`src/rtl/inst_loader_pkg.sv`:
```
// rtl/inst_loader_pkg.sv - shared types and constants for the instruction word loader
package inst_loader_pkg;

  typedef enum logic [1:0] {
    IDLE    = 2'd0,
    COLLECT = 2'd1,
    WRITE   = 2'd2
  } state_t;

  localparam int WORD_BYTES = 4;
  localparam int ADDR_STEP  = 4;

  typedef logic [1:0] byte_lane_t;

endpackage

```
`src/rtl/inst_word_packer.sv`:
```
// rtl/inst_word_packer.sv - little-endian byte-to-word packer with lane counter
module inst_word_packer
  import inst_loader_pkg::*;
(
  input  logic        clk,
  input  logic        rst,
  input  logic        clear,
  input  logic        load,
  input  logic [7:0]  byte_in,
  output byte_lane_t  lane,
  output logic [31:0] word,
  output logic        word_done
);

  localparam byte_lane_t LAST_LANE = byte_lane_t'(WORD_BYTES - 1);

  // The accepted byte that lands in the top lane completes the word.
  assign word_done = load && (lane == LAST_LANE);

  // Lane counter and byte-lane write; the word register keeps its last contents
  // when cleared so a pending write never sees its data change underneath it.
  always_ff @(posedge clk) begin
    if (rst) begin
      lane <= '0;
      word <= '0;
    end else if (clear) begin
      lane <= '0;
    end else if (load) begin
      word[8*lane +: 8] <= byte_in;
      lane              <= lane + 1'b1;
    end
  end

endmodule

```
`src/rtl/inst_word_loader.sv`:
```
// rtl/inst_word_loader.sv - packs programming bytes into instruction words and writes them to memory
module inst_word_loader
  import inst_loader_pkg::*;
#(
  parameter int ADDR_W = 8,
  parameter int CNT_W  = 6
) (
  input  logic              i_clk,
  input  logic              i_rst,
  input  logic              i_cs,
  input  logic              i_addr_valid,
  input  logic [ADDR_W-1:0] i_addr,
  input  logic              i_byte_valid,
  input  logic [7:0]        i_byte,
  output logic              o_byte_ready,
  output logic              o_wr_en,
  output logic [ADDR_W-1:0] o_wr_addr,
  output logic [31:0]       o_wr_data,
  input  logic              i_wr_ack,
  output logic              o_busy,
  output logic [CNT_W-1:0]  o_word_count,
  output logic              o_err
);

  state_t            state, state_next;
  logic [ADDR_W-1:0] addr_q;
  logic [CNT_W-1:0]  count_q;
  logic              err_q;

  logic              load_addr, advance, clear_lane, set_err, clr_err;
  logic              accept, word_done;
  byte_lane_t        lane;
  logic [31:0]       word;

  // An address strobe takes priority over a byte in the same cycle.
  assign accept = o_byte_ready && i_byte_valid && !i_addr_valid;

  inst_word_packer u_packer (
    .clk       (i_clk),
    .rst       (i_rst),
    .clear     (clear_lane),
    .load      (accept),
    .byte_in   (i_byte),
    .lane      (lane),
    .word      (word),
    .word_done (word_done)
  );

  // State register.
  always_ff @(posedge i_clk) begin
    if (i_rst) state <= IDLE;
    else       state <= state_next;
  end

  // Next-state decode and datapath control strobes.
  always_comb begin
    state_next = state;
    load_addr  = 1'b0;
    advance    = 1'b0;
    clear_lane = 1'b0;
    set_err    = 1'b0;
    clr_err    = 1'b0;
    case (state)
      IDLE: begin
        if (i_cs) begin
          state_next = COLLECT;
          clr_err    = 1'b1;
        end
      end
      COLLECT, WRITE: begin
        if (!i_cs) begin
          state_next = IDLE;
          clear_lane = 1'b1;
        end else if (i_addr_valid) begin
          state_next = COLLECT;
          load_addr  = 1'b1;
          clear_lane = 1'b1;
          set_err    = (i_addr[1:0] != 2'b00) || i_byte_valid;
        end else if (state == COLLECT) begin
          if (word_done) state_next = WRITE;
        end else begin
          set_err = i_byte_valid;
          if (i_wr_ack) begin
            state_next = COLLECT;
            advance    = 1'b1;
            clear_lane = 1'b1;
          end
        end
      end
      default: state_next = IDLE;
    endcase
  end

  // Write address, saturating word counter and sticky error flag.
  always_ff @(posedge i_clk) begin
    if (i_rst) begin
      addr_q  <= '0;
      count_q <= '0;
      err_q   <= 1'b0;
    end else begin
      if (load_addr) begin
        addr_q  <= {i_addr[ADDR_W-1:2], 2'b00};
        count_q <= '0;
      end else if (advance) begin
        addr_q <= addr_q + ADDR_W'(ADDR_STEP);
        if (count_q != '1) count_q <= count_q + 1'b1;
      end
      if (clr_err)      err_q <= 1'b0;
      else if (set_err) err_q <= 1'b1;
    end
  end

  assign o_byte_ready = i_cs && (state == COLLECT);
  assign o_wr_en      = (state == WRITE);
  assign o_wr_addr    = addr_q;
  assign o_wr_data    = word;
  assign o_busy       = ((state == COLLECT) && (lane != '0)) || (state == WRITE);
  assign o_word_count = count_q;
  assign o_err        = err_q;

endmodule
```
`config.mk`:
```
export PLATFORM = sky130hd
export DESIGN_NAME = inst_word_loader
export DESIGN_NICKNAME = d
export VERILOG_FILES = /design/src/rtl/inst_loader_pkg.sv /design/src/rtl/inst_word_packer.sv /design/src/rtl/inst_word_loader.sv
export SDC_FILE = /design/constraint.sdc
export NUM_CORES = 1
export LEC_CHECK = 0
export ABC_AREA = 1
export CAP_MARGIN = 10
export CORE_MARGIN = 1
export CORE_UTILIZATION = 51
export CTS_CLUSTER_DIAMETER = 120
export DETAILED_ROUTE_END_ITERATION = 16
export DONT_BUFFER_PORTS = 1
export PLACE_DENSITY_LB_ADDON = 0.3
export SETUP_SLACK_MARGIN = 0.05
export SYNTH_ARGS = -nofsm -noshare
export SYNTH_HDL_FRONTEND = slang
export SYNTH_SLANG_ARGS = --single-unit
```
`constraint.sdc`:
```
create_clock -name i_clk -period 2.4 [get_ports i_clk]
set_input_delay 0.12 -clock i_clk [delete_from_list [all_inputs] [get_ports i_clk]]
set_output_delay 0.12 -clock i_clk [all_outputs]
set_load 0.005 [all_outputs]
```
## After elaboration in Yosys (flattened, before gate mapping)

Cells that the tools add are included.

- Bits in registers: 51
- Latch bits: 0
- Memory bits (writable): 0
- Bits in read-only memories: 0
- Input port bits: 22
- Output and inout port bits: 50
- Word-level logic and storage cells: 67
- Memories: 0

- Add/sub/neg operators: 4
- $mul: 0
- Div/mod/pow operators: 0
- Order comparisons: 0
- Equal/unequal tests: 7
- Shift operators: 2
- Muxes and demuxes: 27
- Bitwise logic cells: 1
- Reductions and logical operators: 19

Operators by type and width:

| operator | count |
|---|---|
| 5-bit negator with 34-bit output | 1 |
| 8-bit by 34-bit variable shift with 32-bit output, first input constant | 1 |
| 8-bit by 34-bit indexed part select with 32-bit output | 1 |
| 32-bit bitwise mux | 1 |
| 1-bit two-way mux | 17 |
| 8-bit two-way mux | 2 |
| 2-bit two-way mux | 6 |
| 8-bit by 3-bit adder with 8-bit output, second input constant | 1 |
| 2-bit OR reduction | 4 |
| 6-bit by 1-bit adder with 6-bit output, second input constant | 1 |
| 6-bit inequality test, second input constant | 1 |
| 2-bit nonzero test | 3 |
| 1-bit logical AND | 5 |
| 5-bit by 4-bit inequality test with 1-bit output, second input constant | 1 |
| 5-bit inequality test, second input constant | 1 |
| 2-bit equality test, second input constant | 2 |
| 2-bit one-hot mux with 2 select lines | 1 |
| 2-bit AND reduction | 2 |
| 3-bit AND reduction | 1 |
| 2-bit by 1-bit adder with 2-bit output, second input constant | 1 |
| 2-bit by 1-bit equality test with 1-bit output, second input constant | 1 |
| 2-bit zero test | 1 |
| 1-bit logical OR | 2 |
| 2-bit inequality test, second input constant | 1 |
| 2 further kinds | 2 |

## Logic depth before layout (Yosys ltp)

Gate-level depths: netlist of the first run.

- Depth after elaboration: 10
- Gate-level depth with buffers: 11
- Gate-level depth less buffers: 10

## Hierarchy

From an unflattened synthesis of the first run, not the netlist that was laid out.

- Cell total of the unflattened synthesis: 362
- Area total of the unflattened synthesis: 2595.0 µm²

By module, submodules not included:

| module | times used | cells an instance | area an instance (µm²) | seq. area each (µm²) |
|---|---|---|---|---|
| inst_word_packer | 1 | 195 | 1536.5 | 680.7 |
| inst_word_loader | 1 | 167 | 1058.5 | 300.3 |

## Worst setup path before layout of the first run

No wires, ideal clock.

- Kind: register to register
- Start: register u_packer.lane[0]
- End: register u_packer.word[0]
- Library setup time: 116 ps
- Arrival: 1571 ps
- Required time: 2284 ps
- Slack: 713 ps
- Stages on the path, launching flop included: 9
- Buffers on the path: 1
- Clock period less this slack: 1687 ps
- Cells stage by stage: dfxtp_1 buf_2 inv_1 ha_1 clkinv_1 nand3_1 nor2_1 o21ai_0 nor2_1

- Cells in the longest elaborated chain, start to end: 3
- Elaborated cells on any way between the ends: 4
- Those cells by class: add/sub: 1; shift: 2; mux: 1

Ends and longest elaborated chain:

| item | RTL line | source |
|---|---|---|
| start, declared | inst_word_packer.sv:10 | `output byte_lane_t lane,` |
| start signal, assigned | inst_word_packer.sv:30 | `lane <= lane + 1'b1;` |
| 5-bit negator with 34-bit output * | inst_word_packer.sv:29 | `word[8*lane +: 8] <= byte_in;` |
| 8-bit by 34-bit indexed part select with 32-bit output or 8-bit by 34-bit variable shift with 32-bit output (tied branches) | inst_word_packer.sv:29 |  |
| 32-bit bitwise mux * | inst_word_packer.sv:29 |  |
| end signal, assigned by index | inst_word_packer.sv:29 |  |
| end, declared | inst_word_packer.sv:11 | `output logic [31:0] word,` |

Every way passes the cells marked *; elsewhere a longest branch is shown, timed or not.
A chain may end at the register's enable or synchronous reset.

## Worst setup path after layout of the first run

- Start: register u_packer.lane[1]
- End: register u_packer.word[3]

The elaborated chain is that of the path after synthesis.

==> flow_metrics.py, run 1 <==
metrics = {
    "sta": {
        "tns_ns": 0,
        "slew_headroom": 0.659,
        "hold_viol_final": 0,
        "holdWs_ns": 0.0393,
        "finalClockSkew_ns": 0.00629,
        "fin_crit_ns": 1.98,
        "finalMaxSlewViolations": 0,
        "finalSetupViolCount": 0,
        "rsz0062_at_grt": "no",
        "fmax_mhz": 505,
        "timing.final.crit_share": 0.825,
        "worstMarginPinSlew_ns": 0.512,
    },
    "logic_synthesis": {
        "synth.top_cells.by_area": "dfxtp_1 (39%), nor2_1 (17%), nand2_1 (8.4%)",
        "yosys_register_bits": 49,
        "synth_cell_types": 30,
        "netlist.area_leader.share": 0.385,
        "synth.largest_area_cell": "dfxtp_1",
        "synth-seq-area-share": 0.385,
        "syn_avg_cell_area_sq_um": 6.70,
        "syn-cell-area_sq_mm": 0.00255,
        "syn_inst": 380,
        "yosysWarnings": 0,
    },
    "critical_path": {
        "crit_path_frequent_cell": "nor2_1",
        "worstRegToRegCells": 7,
        "crit-reg2reg-launch": "u_packer.lane[1]",
        "crit_family": "adder cells",
        "path_max_fanout": 11,
        "crit_chain": "inv_1 > ha_1 > clkinv_1 > nand3_1 > nor2_1 > o21ai_0 > nor2_1",
        "r2r-end": "u_packer.word[3]",
        "critPathBufInv": 2,
        "cp.arrival_ns": 2.17,
        "critical_path_depth": 7,
        "path_class": "reg2reg",
        "cp-end-kind": "flip-flop",
        "start_kind": "flip-flop",
        "critical_path.max_stage_delay_ns": 0.49,
        "crit_slowest_cell": "ha_1",
        "worst-r2r-setup-slack_ns": 0.42,
        "crit_required_ns": 2.59,
    },
    "place": {
        "place_area_sq_mm": 0.00260,
        "io_buffer_count": 0,
        "dp.final_hpwl_microns": 4040,
        "dp_cells": 440,
        "place_congestion": 0.850,
    },
    "worst_hold_path": {
        "min_path_cells": 2,
        "hold_end": "u_packer.lane[1]",
        "hp-start": "i_byte_valid",
        "hold_class": "in2reg",
    },
    "layout": {
        "final_area_sq_mm": 0.00269,
        "final_cells": 449,
        "num_antenna_cells": 0,
        "fin_nets": 414,
        "layout-drive-gt1-share": 0.0681,
        "fillCellCount": 501,
        "syn_to_final_growth_pct": 5.65,
    },
    "status": {
        "outcome": "completed",
    },
    "global_route": {
        "grt_pass1_wl_microns": 8710,
        "top_usage_layer": "met2",
        "grt_use_met2": 0.337,
        "antenna_found_initial": 0,
        "grt_usage": 0.207,
        "grt_max_degree": 24,
        "use_met3": 0.0622,
        "grtUsageMet1": 0.262,
        "grt_overflow": 0,
        "grt_pass1_vias": 2067,
    },
    "routing": {
        "dr.pass1.iters": 4,
        "finalWirelength_microns": 5290,
        "route.vias.total": 2243,
        "viasPerCell": 5.00,
        "wl_per_cell_microns": 11.8,
        "drc": 0,
        "ant_nets": 0,
        "drt_iter0_drc": 136,
    },
    "cts": {
        "cts_buffer_depth": 2,
        "insertion_delay_ns": 0.29,
        "cts_buffers": 5,
        "cts_tree": "built",
        "cts-root-buf": "clkbuf_8",
        "htreeDepth": 2,
        "cts_num_sinks": 49,
        "cts_repair_resize_count": 0,
        "cts_setup_buffers": 0,
        "path_clk_slew_ns": 0.08,
    },
    "floorplanning": {
        "initial_core_util": 0.536,
        "dieArea_sq_mm": 0.00528,
        "die_h_microns": 72.7,
        "chipWidth_microns": 72.7,
        "num_rows": 25,
        "core-area_sq_mm": 0.00475,
        "io_pins": 72,
    },
    "pwr": {
        "p_per_area_mw_per_mm2": 652,
        "ir_worst_vdd_mv": 0.432,
        "total_power_mw": 1.75,
        "p_leak_nw": 1.20,
    },
    "run": {
        "cap_violations": 0,
    },
}
layer usage:
| layer | wire length [microns] | part of all wire |
|---|---|---|
| met5 | 0 | 0 |
| met4 | 53 | 0.010 |
| met3 | 320 | 0.060 |
| met2 | 2430 | 0.46 |
| met1 | 2490 | 0.47 |
stage by stage:
stage	worst slack, ns	util
final	0.419	0.566
after global routing	0.224	0.566
after CTS	0.429	0.566
after detailed placement	0.453	0.546
after global placement	0.550	0.546
after floorplan	0.713	-
Yosys cell counts (all sizes together):
master,number
a211oi,1
a21oi,11
buf,7
clkbuf,3
clkinv,7
conb,1
dfxtp,49
ha,11
inv,35
nand2,65
nand3,22
nand3b,1
nand4,1
nor2,114
nor3,8
o21ai,39
o21bai,1
or2,1
xor2,3
flip-flops by register name, indices dropped and copies added (netlist names):
| name | count |
|---|---|
| o_err | 1 |
| u_packer.lane | 2 |
| o_wr_addr | 6 |
| u_packer.word | 32 |
| state | 2 |
| o_word_count | 6 |
area by class of cell:
cell class                 count  area (sq um)  area share
multi-input combinational    280          1330       0.496
sequential                    49           981       0.364
inverter                      42           184      0.0683
tap                           67          83.8      0.0311
clock buffer                   7          76.3      0.0284
timing repair buffer           3          25.0     0.00930
clock inverter                 1          7.51     0.00279
what timing repair did:
item,in CTS,in global routing
hold buffers,1,0
endpoints found under the setup margin,0,0
hold endpoints to repair,2,0
kinds of logic after synthesis:
group,Yosys count,synth area share
adders and majority gates,11,0.0540
other,1,0.00147
AOI/OAI and AO/OA,52,0.104
buffers and inverters,52,0.0928
DFF,49,0.385
and+or+nand+nor,212,0.352
xor gates and xnor gates,3,0.0103
worst max path at each step:
| stage | to | start | slack (ns) |
|---|---|---|---|
| after floorplan | u_packer.word[0] | u_packer.lane[0] | 0.71 |
| after global placement | u_packer.word[2] | u_packer.lane[0] | 0.55 |
| after detailed placement | u_packer.word[3] | u_packer.lane[1] | 0.45 |
| after CTS | u_packer.word[3] | u_packer.lane[1] | 0.43 |
| after global routing | u_packer.word[2] | u_packer.lane[0] | 0.22 |
| final | u_packer.word[3] | u_packer.lane[1] | 0.42 |
worst reg2reg max path, delay by kind of cell, from the launching register on:
family                     cells  cell delay, ns
AOI/OAI and AO/OA              1            0.19
adders and majority gates      1            0.49
buffers and inverters          2            0.39
DFF                            1            0.36
and+or+nand+nor                3            0.45
where the power goes:
group | internal (mW) | switching, mW
clock | 0.207 | 0.259
sequential | 0.855 | 0.0448
combinational | 0.129 | 0.260
placed cells by master (no fill, tap or decap):
cell / netlist / layout
o21bai_1: 1 / 1
nand2_4: 5 / 5
or2_2: 1 / 1
clkinv_4: 4 / 4
o21ai_0: 30 / 30
nor2_4: 1 / 1
inv_1: 33 / 33
clkinv_1: 2 / 2
clkbuf_1: 3 / 2
clkbuf_8: 0 / 5
nand3b_1: 1 / 1
nor3_1: 8 / 8
a211oi_1: 1 / 1
dlygate4sd3_1: 0 / 1
a21oi_1: 11 / 11
buf_4: 3 / 2
xor2_1: 3 / 3
nand4_1: 1 / 1
clkinv_2: 1 / 1
nor2_1: 112 / 112
inv_6: 1 / 1
o21ai_1: 9 / 9
ha_1: 11 / 11
nor2_2: 1 / 1
nand2_1: 57 / 57
inv_2: 1 / 1
clkinvlp_4: 0 / 1
conb_1: 1 / 2
nand3_1: 22 / 22
dfxtp_1: 49 / 49
nand2_2: 3 / 3
Power figures use the tool's default switching activity.
==> run 2: changes to the inputs <==
==> constraint.sdc (replaced) <==
create_clock -name i_clk -period 2.1 [get_ports i_clk]
set_input_delay 0.105 -clock i_clk [delete_from_list [all_inputs] [get_ports i_clk]]
set_output_delay 0.105 -clock i_clk [all_outputs]
set_load 0.005 [all_outputs]
==> flow_metrics.py, run 2 (same netlist as run 1, synthesis figures left out) <==
metrics = {
    "layout": {
        "layout-drive-gt1-share": 0.0753,
        "layout_commonest_cell": "nor2_1",
        "utilization": 0.572,
        "layout_common_cells": "nor2_1 (112), nand2_1 (56), dfxtp_1 (49)",
        "syn_to_final_growth_pct": 6.73,
        "ff_latch_area_sq_um": 981,
        "top_register": "u_packer.word",
        "fillCellCount": 482,
        "largest_register_ffs": 32,
        "multi_input_area_sq_mm": 0.00134,
        "num_antenna_cells": 0,
        "final_cells": 452,
        "fin_nets": 417,
    },
    "sta": {
        "fmax_mhz": 587,
        "holdWs_ns": 0.0259,
        "hold_viol_final": 0,
        "worst_slack_ns": 0.397,
        "worstMarginPinSlew_ns": 0.582,
        "fin_crit_ns": 1.70,
        "rsz0062_at_grt": "no",
        "finalMaxSlewViolations": 0,
        "tns_ns": 0,
        "finalClockSkew_ns": 0.00375,
        "finalSetupViolCount": 0,
        "timing.final.crit_share": 0.811,
        "slew_headroom": 0.612,
    },
    "pwr": {
        "ir_worst_vdd_mv": 0.454,
        "p_leak_nw": 1.21,
        "p_per_area_mw_per_mm2": 744,
    },
    "cts": {
        "insertion_delay_ns": 0.30,
        "cts-root-buf": "clkbuf_8",
        "cts_buffer_depth": 2,
        "path_clk_slew_ns": 0.09,
        "cts_num_sinks": 49,
        "htreeDepth": 2,
        "cts_tree": "built",
        "cts_buffers": 5,
        "cts_setup_buffers": 0,
    },
    "place": {
        "dp.final_hpwl_microns": 4050,
        "place_congestion": 0.828,
        "io_buffer_count": 0,
        "dp_slack_ns": 0.291,
        "dp_cells": 442,
    },
    "critical_path": {
        "path_max_fanout": 11,
        "crit_family": "simple AND/OR/NAND/NOR gates",
        "critical_path.max_stage_delay_ns": 0.38,
        "crit_chain": "inv_1 > ha_1 > nand2_1 > inv_1 > nand2_2 > nand2_2 > clkinv_1 > nor2_1 > nor2_1",
        "cp.arrival_ns": 1.90,
        "crit_required_ns": 2.30,
        "crit_slowest_cell": "ha_1",
        "worst-r2r-setup-slack_ns": 0.40,
        "critPathBufInv": 3,
        "cp-end-kind": "flip-flop",
        "path_class": "reg2reg",
        "start_kind": "flip-flop",
    },
    "run": {
        "cap_violations": 0,
    },
    "routing": {
        "ant_nets": 0,
        "drc": 0,
        "dr.pass1.iters": 4,
        "route.vias.total": 2248,
        "finalWirelength_microns": 5290,
        "wl_per_cell_microns": 11.7,
        "viasPerCell": 4.97,
        "drt_iter0_drc": 124,
    },
    "status": {
        "outcome": "completed",
    },
    "floorplanning": {
        "initial_core_util": 0.536,
        "core-area_sq_mm": 0.00475,
        "dieArea_sq_mm": 0.00528,
        "chipWidth_microns": 72.7,
        "io_pins": 72,
        "num_rows": 25,
        "die_h_microns": 72.7,
    },
    "worst_hold_path": {
        "hold_class": "in2reg",
    },
    "global_route": {
        "grt_usage": 0.205,
        "grt_max_degree": 24,
        "antenna_found_initial": 0,
        "grt_overflow": 0,
        "grt_pass1_wl_microns": 8530,
        "grt_pass1_vias": 1993,
    },
}
-- run 2: power by group --
group / internal (mW) / total (mW) / leakage (nW) / switching [mW]
Combinational: 0.153 / 0.446 / 0.779 / 0.294
Clock: 0.236 / 0.543 / 0.0385 / 0.307
Sequential: 0.977 / 1.03 / 0.396 / 0.0547
-- run 2: tightest hold or removal path: cells and delay by family --
family | cells | cell delay, ns
AOI/OAI and AO/OA | 1 | 0.07
and+or+nand+nor | 2 | 0.11
-- run 2: metal layers --
layer	share of wire	vias up	global-route usage
li1	-	1195	-
met1	0.46	970	0.259
met2	0.45	72	0.334
met3	0.068	11	0.0580
met4	0.018	0	0.0741
met5	0	-	0
-- run 2: final cells by class --
class / count / share of cell area
Timing Repair Buffer: 6 / 0.0184
Clock buffer: 7 / 0.0281
Sequential cell: 49 / 0.361
Tap cell: 67 / 0.0308
Inverter: 42 / 0.0676
Multi-Input combinational cell: 280 / 0.491
Clock inverter: 1 / 0.00276
-- run 2: final timing paths --
kind / start / to / cells after the start
worst min-delay path: i_addr_valid / u_packer.lane[1] / 3
worst min register to register: o_err / o_err / 2
worst max register to register: state[0] / o_wr_addr[3] / 9
worst max-delay path: state[0] / o_wr_addr[3] / 9
-- run 2: per-stage QoR --
step	total power [mW]	instance area [sq um]
global route	2.16	2720
CTS	2.04	2720
detailed placement	1.49	2610
finish	2.02	2720
floorplan	1.41	2550
global placement	1.48	2610
-- run 2: what timing repair did --
action,in CTS,in global routing
hold endpoints to repair,3,0
setup endpoints to repair,0,1
hold buffers,2,0
resized for setup,0,1
==> run 3: changes to the inputs <==
==> constraint.sdc (replaced) <==
create_clock -name i_clk -period 1.6 [get_ports i_clk]
set_input_delay 0.08 -clock i_clk [delete_from_list [all_inputs] [get_ports i_clk]]
set_output_delay 0.08 -clock i_clk [all_outputs]
set_load 0.005 [all_outputs]
==> flow_metrics.py, run 3 (same netlist as run 1, synthesis figures left out) <==
metrics = {
    "cts": {
        "cts_buffers": 5,
        "path_clk_slew_ns": 0.09,
        "htreeDepth": 2,
        "cts_buffer_depth": 2,
        "cts_tree": "built",
        "cts_num_sinks": 49,
        "cts-root-buf": "clkbuf_8",
        "insertion_delay_ns": 0.30,
    },
    "run": {
        "cap_violations": 0,
    },
    "floorplanning": {
        "io_pins": 72,
        "initial_core_util": 0.536,
        "dieArea_sq_mm": 0.00528,
        "core-area_sq_mm": 0.00475,
        "die_h_microns": 72.7,
        "num_rows": 25,
        "chipWidth_microns": 72.7,
    },
    "critical_path": {
        "path_class": "reg2reg",
        "cp.arrival_ns": 1.63,
        "path_max_fanout": 9,
        "crit_chain": "buf_4 > ha_4 > nand2_2 > nor2_4 > nand2_4 > inv_6 > nand2_4 > o21ai_0 > nor2_1",
        "worstRegToRegCells": 9,
        "cp-end-kind": "flip-flop",
        "worst-r2r-setup-slack_ns": 0.16,
        "r2r-end": "u_packer.word[2]",
        "start_kind": "flip-flop",
        "crit_slowest_cell": "dfxtp_2",
        "crit-reg2reg-launch": "state[0]",
        "crit_required_ns": 1.79,
        "critical_path.max_stage_delay_ns": 0.34,
        "crit_path_frequent_cell": "nand2_4",
    },
    "routing": {
        "ant_nets": 0,
        "finalWirelength_microns": 5360,
        "route.vias.total": 2345,
        "viasPerCell": 5.06,
        "drt_iter0_drc": 141,
        "wl_per_cell_microns": 11.6,
        "drc": 0,
        "dr.pass1.iters": 5,
    },
    "layout": {
        "final_cells": 463,
        "fillCellCount": 446,
        "syn_to_final_growth_pct": 13.8,
        "layout_common_cells": "nor2_1 (112), nand2_1 (54), dfxtp_1 (47)",
        "utilization": 0.609,
        "layout-drive-gt1-share": 0.154,
        "num_antenna_cells": 0,
        "ff_latch_area_sq_um": 983,
        "largest_register_ffs": 32,
        "multi_input_area_sq_mm": 0.00142,
        "top_register": "u_packer.word",
        "fin_nets": 430,
        "layout_commonest_cell": "nor2_1",
    },
    "place": {
        "dp_cells": 452,
        "io_buffer_count": 0,
        "dp.final_hpwl_microns": 4100,
        "place_congestion": 0.863,
    },
    "sta": {
        "finalClockSkew_ns": 0.00973,
        "timing.final.crit_share": 0.898,
        "rsz0062_at_grt": "no",
        "fmax_mhz": 696,
        "holdWs_ns": 0.0127,
        "hold_viol_final": 0,
        "fin_crit_ns": 1.44,
        "tns_ns": 0,
        "finalSetupViolCount": 0,
        "finalMaxSlewViolations": 0,
    },
    "worst_hold_path": {
        "hold_end": "o_wr_addr[2]",
        "hp-start": "i_addr[2]",
        "min_path_cells": 4,
        "hold_class": "in2reg",
    },
    "pwr": {
        "p_sw_uw": 897,
        "swShare": 0.322,
        "p_int_mw": 1.89,
        "power_frac_comb": 0.275,
        "ir_worst_vdd_mv": 0.532,
        "pwr-share-clk": 0.239,
        "sequentialPowerShare": 0.485,
        "p_per_area_mw_per_mm2": 960,
        "p_leak_nw": 1.29,
    },
    "global_route": {
        "antenna_found_initial": 0,
        "grt_pass1_vias": 2070,
        "grt_pass1_wl_microns": 8690,
        "grt_usage": 0.207,
        "grt_max_degree": 22,
        "grt_overflow": 0,
    },
    "status": {
        "outcome": "completed",
    },
}
==> run 3: final cells by class <==
class / count / share of cell area
Multi-Input combinational cell: 280 / 0.488
Clock inverter: 1 / 0.00173
Tap cell: 67 / 0.0289
Inverter: 42 / 0.0648
Timing Repair Buffer: 19 / 0.0531
Clock buffer: 5 / 0.0237
Sequential cell: 49 / 0.339
==> run 3: power groups by stage <==
stage	combinational, mW	clock, mW	sequential [mW]
floorplan	0.496	0	1.36
global placement	0.641	0	1.37
detailed placement	0.652	0	1.37
CTS	0.673	0.702	1.34
global route	0.868	0.738	1.36
finish	0.766	0.666	1.35
==> run 3: worst max-delay path by stage <==
stage | start | to | slack (ns)
after global routing | state[0] | o_word_count[0] | 0.05
after CTS | state[0] | o_wr_addr[6] | 0.04
after detailed placement | state[0] | o_wr_addr[6] | 0.02
after global placement | state[0] | o_word_count[5] | 0.04
final | state[0] | u_packer.word[2] | 0.16
after floorplan | u_packer.lane[0] | u_packer.word[16] | 0.04
==> run 3: worst max-delay path, delay by kind of cell, from the launching register on <==
family	cells	cell delay, ns
compound gates	1	0.18
simple gates	5	0.43
buf+inv	2	0.22
fa+ha+maj	1	0.15
flops	1	0.34
==> run 3: per-layer routing <==
metal / vias to the layer above / GRT usage / share of wire
li1: 1226 / - / -
met1: 1033 / 0.263 / 0.45
met2: 74 / 0.334 / 0.46
met3: 12 / 0.0539 / 0.072
met4: 0 / 0.0806 / 0.020
met5: - / 0 / 0
==> run 3: timing repair <==
action | in CTS | in global routing
cloned | 0 | 0
pin swaps | 2 | 2
gates resized for setup | 3 | 40
buffers inserted | 2 | 0
endpoints found under the hold margin | 5 | 0
endpoints found under the setup margin | 30 | 45
hold buffers | 3 | 0
==> run 3: metrics by stage <==
step / power (mW) / setup WS, ns / instance area (sq um)
3_3_place_gp: 2.01 / 0.0448 / 2700
3_5_place_dp: 2.02 / 0.0151 / 2700
5_1_grt: 2.97 / 0.0505 / 2900
2_1_floorplan: 1.86 / 0.0443 / 2570
6_report: 2.78 / 0.162 / 2900
4_1_cts: 2.72 / 0.0403 / 2830
